`config.mk`:
```
export PLATFORM = sky130hd
export DESIGN_NAME = tick_gen_flat
export DESIGN_NICKNAME = d
export VERILOG_FILES = /design/src/rtl/tick_gen_if.sv /design/src/rtl/tick_gen.sv /design/src/flat_wrapper.sv
export SDC_FILE = /design/constraint.sdc
export NUM_CORES = 1
export LEC_CHECK = 0
export ABC_AREA = 1
export CAP_MARGIN = 20
export CORE_MARGIN = 2
export CORE_UTILIZATION = 45
export DETAILED_ROUTE_END_ITERATION = 10
export PLACE_DENSITY = 0.71
export SETUP_SLACK_MARGIN = 0.4
export SYNTH_ARGS = -nofsm -noshare
export SYNTH_HDL_FRONTEND = slang
export SYNTH_SLANG_ARGS = --single-unit
```
`constraint.sdc`:
```
create_clock -name clock -period 1.5 [get_ports clock]
set_input_delay 0.3 -clock clock [delete_from_list [all_inputs] [get_ports clock]]
set_output_delay 0.3 -clock clock [all_outputs]
set_load 0.02 [all_outputs]
```
`src/rtl/tick_gen_if.sv`:
```
// tick_gen_if: tick_gen register-write port (wr_en/wr_chan/wr_op/wr_data) and per-channel tick/toggle/busy outputs
interface tick_gen_if #(
  parameter int CHANNELS  = 2,
  parameter int CNT_WIDTH = 16
);
  logic                 wr_en;
  logic [2:0]           wr_chan;
  logic [1:0]           wr_op;
  logic [CNT_WIDTH-1:0] wr_data;
  logic [CHANNELS-1:0]  tick;
  logic [CHANNELS-1:0]  toggle;
  logic [CHANNELS-1:0]  busy;
  modport master (output wr_en, wr_chan, wr_op, wr_data, input tick, toggle, busy);
  modport slave  (input wr_en, wr_chan, wr_op, wr_data, output tick, toggle, busy);
endinterface

```
`src/rtl/tick_gen.sv`:
```
// tick_gen: N runtime-programmable divider channels; ports clock, reset (sync, active-high), bus (write port in, tick/toggle/busy out)
module tick_gen #(
  parameter int                            CHANNELS  = 2,
  parameter int                            CNT_WIDTH = 16,
  parameter logic [CHANNELS*CNT_WIDTH-1:0] DEF_DIV   = {16'd380, 16'd216},
  parameter logic [CHANNELS-1:0]           DEF_EN    = 2'b11
) (
  input logic       clock,
  input logic       reset,
  tick_gen_if.slave bus
);
  typedef enum logic [1:0] {IDLE, PERIODIC, ONESHOT} mode_e;
  localparam logic [1:0] OP_SET = 2'd0, OP_PER = 2'd1, OP_STOP = 2'd2, OP_ONE = 2'd3;
  logic [CHANNELS-1:0] tick_v, tog_v, busy_v;
  for (genvar c = 0; c < CHANNELS; c++) begin : g_ch
    mode_e                mode_q, mode_d;
    logic [CNT_WIDTH-1:0] div_q, div_d, cnt_q, cnt_d;
    logic                 tick_q, tick_d, tog_q, tog_d, sel;
    assign sel = bus.wr_en && bus.wr_chan == 3'(c);
    always_ff @(posedge clock) begin
      if (reset) begin
        div_q  <= DEF_DIV[c*CNT_WIDTH +: CNT_WIDTH];
        cnt_q  <= DEF_DIV[c*CNT_WIDTH +: CNT_WIDTH];
        mode_q <= DEF_EN[c] ? PERIODIC : IDLE;
        tick_q <= 1'b0;
        tog_q  <= 1'b0;
      end else begin
        div_q  <= div_d;
        cnt_q  <= cnt_d;
        mode_q <= mode_d;
        tick_q <= tick_d;
        tog_q  <= tog_d;
      end
    end
    // div_d doubles as the reload value so a divisor write on a terminal edge is forwarded
    always_comb begin
      div_d  = (sel && bus.wr_op == OP_SET) ? bus.wr_data : div_q;
      cnt_d  = cnt_q;
      mode_d = mode_q;
      tick_d = 1'b0;
      tog_d  = tog_q;
      if (sel && (bus.wr_op == OP_PER || bus.wr_op == OP_ONE)) begin
        cnt_d  = div_q;
        mode_d = bus.wr_op == OP_ONE ? ONESHOT : PERIODIC;
      end else if (sel && bus.wr_op == OP_STOP) begin
        mode_d = IDLE;
      end else if (mode_q != IDLE && cnt_q == '0) begin
        cnt_d  = div_d;
        tick_d = 1'b1;
        tog_d  = ~tog_q;
        mode_d = mode_q == ONESHOT ? IDLE : mode_q;
      end else if (mode_q != IDLE) begin
        cnt_d = cnt_q - CNT_WIDTH'(1);
      end
    end
    assign tick_v[c] = tick_q;
    assign tog_v[c]  = tog_q;
    assign busy_v[c] = mode_q != IDLE;
  end
  assign bus.tick   = tick_v;
  assign bus.toggle = tog_v;
  assign bus.busy   = busy_v;
endmodule

```
`src/flat_wrapper.sv`:
```
// flat-port wrapper written by rule: the top's interface ports become plain ports
module tick_gen_flat 
#(
  parameter int                            CHANNELS  = 2,
  parameter int                            CNT_WIDTH = 16,
  parameter logic [CHANNELS*CNT_WIDTH-1:0] DEF_DIV   = {16'd380, 16'd216},
  parameter logic [CHANNELS-1:0]           DEF_EN    = 2'b11
)
  (clock, reset, bus_wr_en, bus_wr_chan, bus_wr_op, bus_wr_data, bus_tick, bus_toggle, bus_busy);
  tick_gen_if #(.CHANNELS(CHANNELS), .CNT_WIDTH(CNT_WIDTH)) bus_i ();
  input logic clock;
  input logic reset;
  input wire logic [$bits(bus_i.wr_en)-1:0] bus_wr_en;
  input wire logic [$bits(bus_i.wr_chan)-1:0] bus_wr_chan;
  input wire logic [$bits(bus_i.wr_op)-1:0] bus_wr_op;
  input wire logic [$bits(bus_i.wr_data)-1:0] bus_wr_data;
  output wire logic [$bits(bus_i.tick)-1:0] bus_tick;
  output wire logic [$bits(bus_i.toggle)-1:0] bus_toggle;
  output wire logic [$bits(bus_i.busy)-1:0] bus_busy;
  assign bus_i.wr_en = bus_wr_en;
  assign bus_i.wr_chan = bus_wr_chan;
  assign bus_i.wr_op = bus_wr_op;
  assign bus_i.wr_data = bus_wr_data;
  assign bus_tick = bus_i.tick;
  assign bus_toggle = bus_i.toggle;
  assign bus_busy = bus_i.busy;
  tick_gen #(.CHANNELS(CHANNELS), .CNT_WIDTH(CNT_WIDTH), .DEF_DIV(DEF_DIV), .DEF_EN(DEF_EN)) u_core (.clock(clock), .reset(reset), .bus(bus_i));
endmodule
```
==> run_results.csv, run 1 <==
group,metric,value,unit
floorplanning,initial_utilization,46.1,%
setup_path,cp_data_required_time,1720,ps
power_and_ir_drop,power.density,772,mW/mm^2
setup_path,critical_path.slowest_cell,"dfxtp_1",
setup_path,crit_type,"flip-flop to flip-flop",
setup_path,peak_fanout_along_the_critical_path,6,
grt,grt_resource_usage_total,30.6,%
floorplanning,dieWidth,101,um
grt,grt_pass1_wl,24400,um
power_and_ir_drop,peakVddDrop,0.587,mV
clock_tree,cts_made_buffers,9,
floorplanning,ios,30,
grt,grt_pass1_vias,4928,
floorplanning,vertical_die_dimension,101,um
timing,unrepaired_setup_endpoints_after_global_routing,"yes",
route,wire_per_inst,18.9,um
grt,global_route.overflow_total,0,
clock_tree,cts_tree,"yes",
timing,tightest_slew,318,ps
setup_path,critical_path.reg2reg.startpoint,"u_core.g_ch[0].cnt_q[14]$_SDFFE_PP0P_",
setup_path,crit_chain,"nor2_2, nand2_1, nor2_4, nand3b_4, clkinv_4, nand3_4, nand3_2, o211ai_1",
finish,finish.net_count,835,
clock_tree,cts.reportedPaths.clkPinSlew,70,ps
timing,totalNegativeSetupSlack,-333,ps
setup_path,crit-reg2reg-capture,"u_core.g_ch[0].cnt_q[7]$_SDFFE_PP1P_",
logic_synthesis,ys.flop_type,"dfxtp_1",
logic_synthesis,syn_area_per_cell,6.37,sq um
route,ant_nets,0,
logic_synthesis,synth_area_leaders,"dfxtp_1 (34%), nand2_1 (13%), nand3_1 (8.0%)",
timing,crit_path_setup_slack_layout,-69.4,ps
logic_synthesis,yosys.cell_types.count,37,
logic_synthesis,ys_ff_latch,72,
logic_synthesis,cell_taking_the_most_area_after_synthesis,"dfxtp_1",
setup_path,reg2reg_slack,-70,ps
setup_path,end_kind,"flip-flop",
run_status,violations,"setup timing",
route,drt_first_pass_iters,8,
timing,period_minus_slack,1570,ps
timing,number_of_max_slew_violations_in_the_final_report,0,
timing,final_hold_viol_count,0,
timing,clock.fmax,637,MHz
logic_synthesis,synth_edf_count,0,
setup_path,timing.critical_path.slowest_cell_delay,370,ps
logic_synthesis,share_of_the_synthesized_area_in_the_top_cell_type,34.0,%
place,place_area,0.00540,sq mm
min_path,whs_path_depth,3,
route,vias,5380,
finish,post-route-cell-area,0.00697,sq mm
clock_tree,clock_sinks,72,
clock_tree,cts.root.buffer_cell,"clkbuf_8",
timing,final_critical_path_share_of_the_clock_period,105,%
power_and_ir_drop,leakage,3.08,nW
clock_tree,h-tree-depth,3,
timing,worst_clock_skew,8.97,ps
timing,slew-limit-headroom,78.8,%
route,detail_route.vias_per_cell,5.83,
finish,drive_gt1_share,43.7,%
floorplanning,design.die.area,0.0102,sq mm
logic_synthesis,synth_area,0.00424,sq mm
setup_path,rr_worst_depth,8,
job,drv_cap,0,
setup_path,setup.worst_path.start_class,"flip-flop",
logic_synthesis,syn-instance-count,666,
logic_synthesis,synth_nets,694,
timing,setup_viol,13,
logic_synthesis,asyncSetResetFlopFracSynth,0,%
clock_tree,worstSkewPairLatency,370,ps
place,finalWeightedCongestion,0.952,
route,routed_wl,17400,um
clock_tree,hold_buffers,0,
setup_path,path_delay_family,"simple AND/OR/NAND/NOR gates",
setup_path,worstPathBufferInverterCount,1,
grt,grt_antenna_before_repair,0,
setup_path,worstPathArrival,1790,ps
place,port_buffers,29,
logic_synthesis,synth-seq-area-share,34.0,%
logic_synthesis,yosys-top-cells-count,"nand2_1 (142), inv_1 (86), nor2_1 (83)",
logic_synthesis,yosys_warnings,0,
route,drt_first_iter_violations,625,
min_path,hold_path_startpoint,"bus_wr_op[1]",
floorplanning,coreArea,0.00920,sq mm
finish,area.growth.synth_to_final,64.4,%
run_status,outcome,"complete, but fails checks",
clock_tree,cts_buffer_depth,2,
finish,fill_cells,612,
min_path,min-delay-path-class,"primary input to flip-flop",
logic_synthesis,synthMostInstantiatedCell,"nand2_1",
place,dp.final_hpwl,9750,um
grt,grt_start_max_net_pins,26,
min_path,hold_end,"u_core.g_ch[0].mode_q[0]$_SDFFE_PP1P_",
finish,num_antenna_cells,0,
floorplanning,fp-row-count,35,
finish,final_util,75.8,%
route,drt_drc_violations_left,0,
[cell type report]
type | count | area, sq um | area share, %
timing repair inverter | 1 | 5.00 | 0.0718
tap | 111 | 139 | 1.99
multi-input combinational | 479 | 3260 | 46.8
inverter | 91 | 369 | 5.29
clock buffer | 11 | 151 | 2.17
timing repair buffer | 153 | 1480 | 21.2
sequential | 72 | 1470 | 21.0
clock inverter | 5 | 103 | 1.47
[stage by stage]
stage          cells  hold WS, ps  total power, W  setup WS [ps]
2_1_floorplan    666          397         0.00265           51.6
3_3_place_gp     864          473         0.00304           -587
3_5_place_dp     864          479         0.00305           -584
4_1_cts          908          316         0.00517           32.3
5_1_grt          923          325         0.00556           -118
6_report         923          321         0.00538          -69.4
[cell usage in the layout (no fill, tap or decap), drive strengths merged, types with 6 or more instances in the layout]
cell type / synthesis / layout
clkdlybuf4s50: 0 / 16
buf: 18 / 137
clkbuf: 10 / 11
or2: 10 / 10
nand4: 6 / 6
inv: 89 / 88
a21oi: 51 / 51
dfxtp: 72 / 72
nand2: 144 / 147
nor2: 93 / 93
o21ai: 62 / 62
nand3: 69 / 69
o211ai: 8 / 8
nor3: 6 / 6
[tightest hold or removal path, cell delays in order]
cell	delay [ps]
buf_6	100
buf_4	160
o21ai_1	80
[metal layers]
metal	up-vias	part of all wire (%)	global-route usage, %
li1	2446	-	-
met1	2519	40	42.0
met2	318	46	47.9
met3	97	8.3	5.55
met4	0	5.0	11.4
met5	-	0	0
[registers in the layout, summed over array words and instances, names as in the netlist]
signal / cells
u_core.g_ch.tog_q: 2
u_core.g_ch.div_q: 32
u_core.g_ch.mode_q: 4
u_core.g_ch.tick_q: 2
u_core.g_ch.cnt_q: 32
[cells by family after synthesis]
kind of cell    Yosys count  share of synthesized area (%)
compound gates          129                           16.3
xor+xnor                  9                           1.86
fa+ha+maj                 4                           1.18
buf+inv                 119                           12.0
flops                    72                           34.0
simple gates            333                           34.7
[worst max path at each step]
stage | start | endpoint | slack (ps) | depth (start not counted)
after floorplan | u_core.g_ch[1].cnt_q[0]$_SDFFE_PP0P_ | u_core.g_ch[1].cnt_q[5]$_SDFFE_PP1P_ | 50 | 9
after global placement | bus_wr_chan[2] | u_core.g_ch[0].cnt_q[10]$_SDFFE_PP0P_ | -590 | 9
after detailed placement | bus_wr_chan[2] | u_core.g_ch[0].cnt_q[10]$_SDFFE_PP0P_ | -580 | 9
after CTS | u_core.g_ch[0].cnt_q[1]$_SDFFE_PP0P_ | u_core.g_ch[0].cnt_q[10]$_SDFFE_PP0P_ | 30 | 9
after global routing | u_core.g_ch[0].mode_q[1]$_SDFFE_PP0P_ | u_core.g_ch[0].cnt_q[11]$_SDFFE_PP0P_ | -120 | 8
final | u_core.g_ch[0].cnt_q[14]$_SDFFE_PP0P_ | u_core.g_ch[0].cnt_q[7]$_SDFFE_PP1P_ | -70 | 8
[where the power goes]
group          switching [W]  leakage (nW)  internal, W
logic               0.000698          2.37     0.000601
clock network       0.000785         0.126      0.00119
registers           0.000108         0.589      0.00200
total                0.00159          3.08      0.00379
[what timing repair did]
item	in CTS	in global routing
gates cloned	8	0
setup endpoints to repair	78	70
setup buffers	20	15
pin swaps	45	38
hold endpoints to repair	0	0
resized for setup	191	117
Note: power is estimated with default switching activity, not from simulation.
==> run 2, diff against run 1 <==
--- a/config.mk
+++ b/config.mk
@@ -6,6 +6,7 @@
 export NUM_CORES = 1
 export LEC_CHECK = 0
 export ABC_AREA = 1
+export ABC_CLOCK_PERIOD_IN_PS = 1500
 export CAP_MARGIN = 20
 export CORE_MARGIN = 2
 export CORE_UTILIZATION = 45
==> results of run 2 <==
Same layout as run 1: the final DEF is identical, and so are final timing and power.
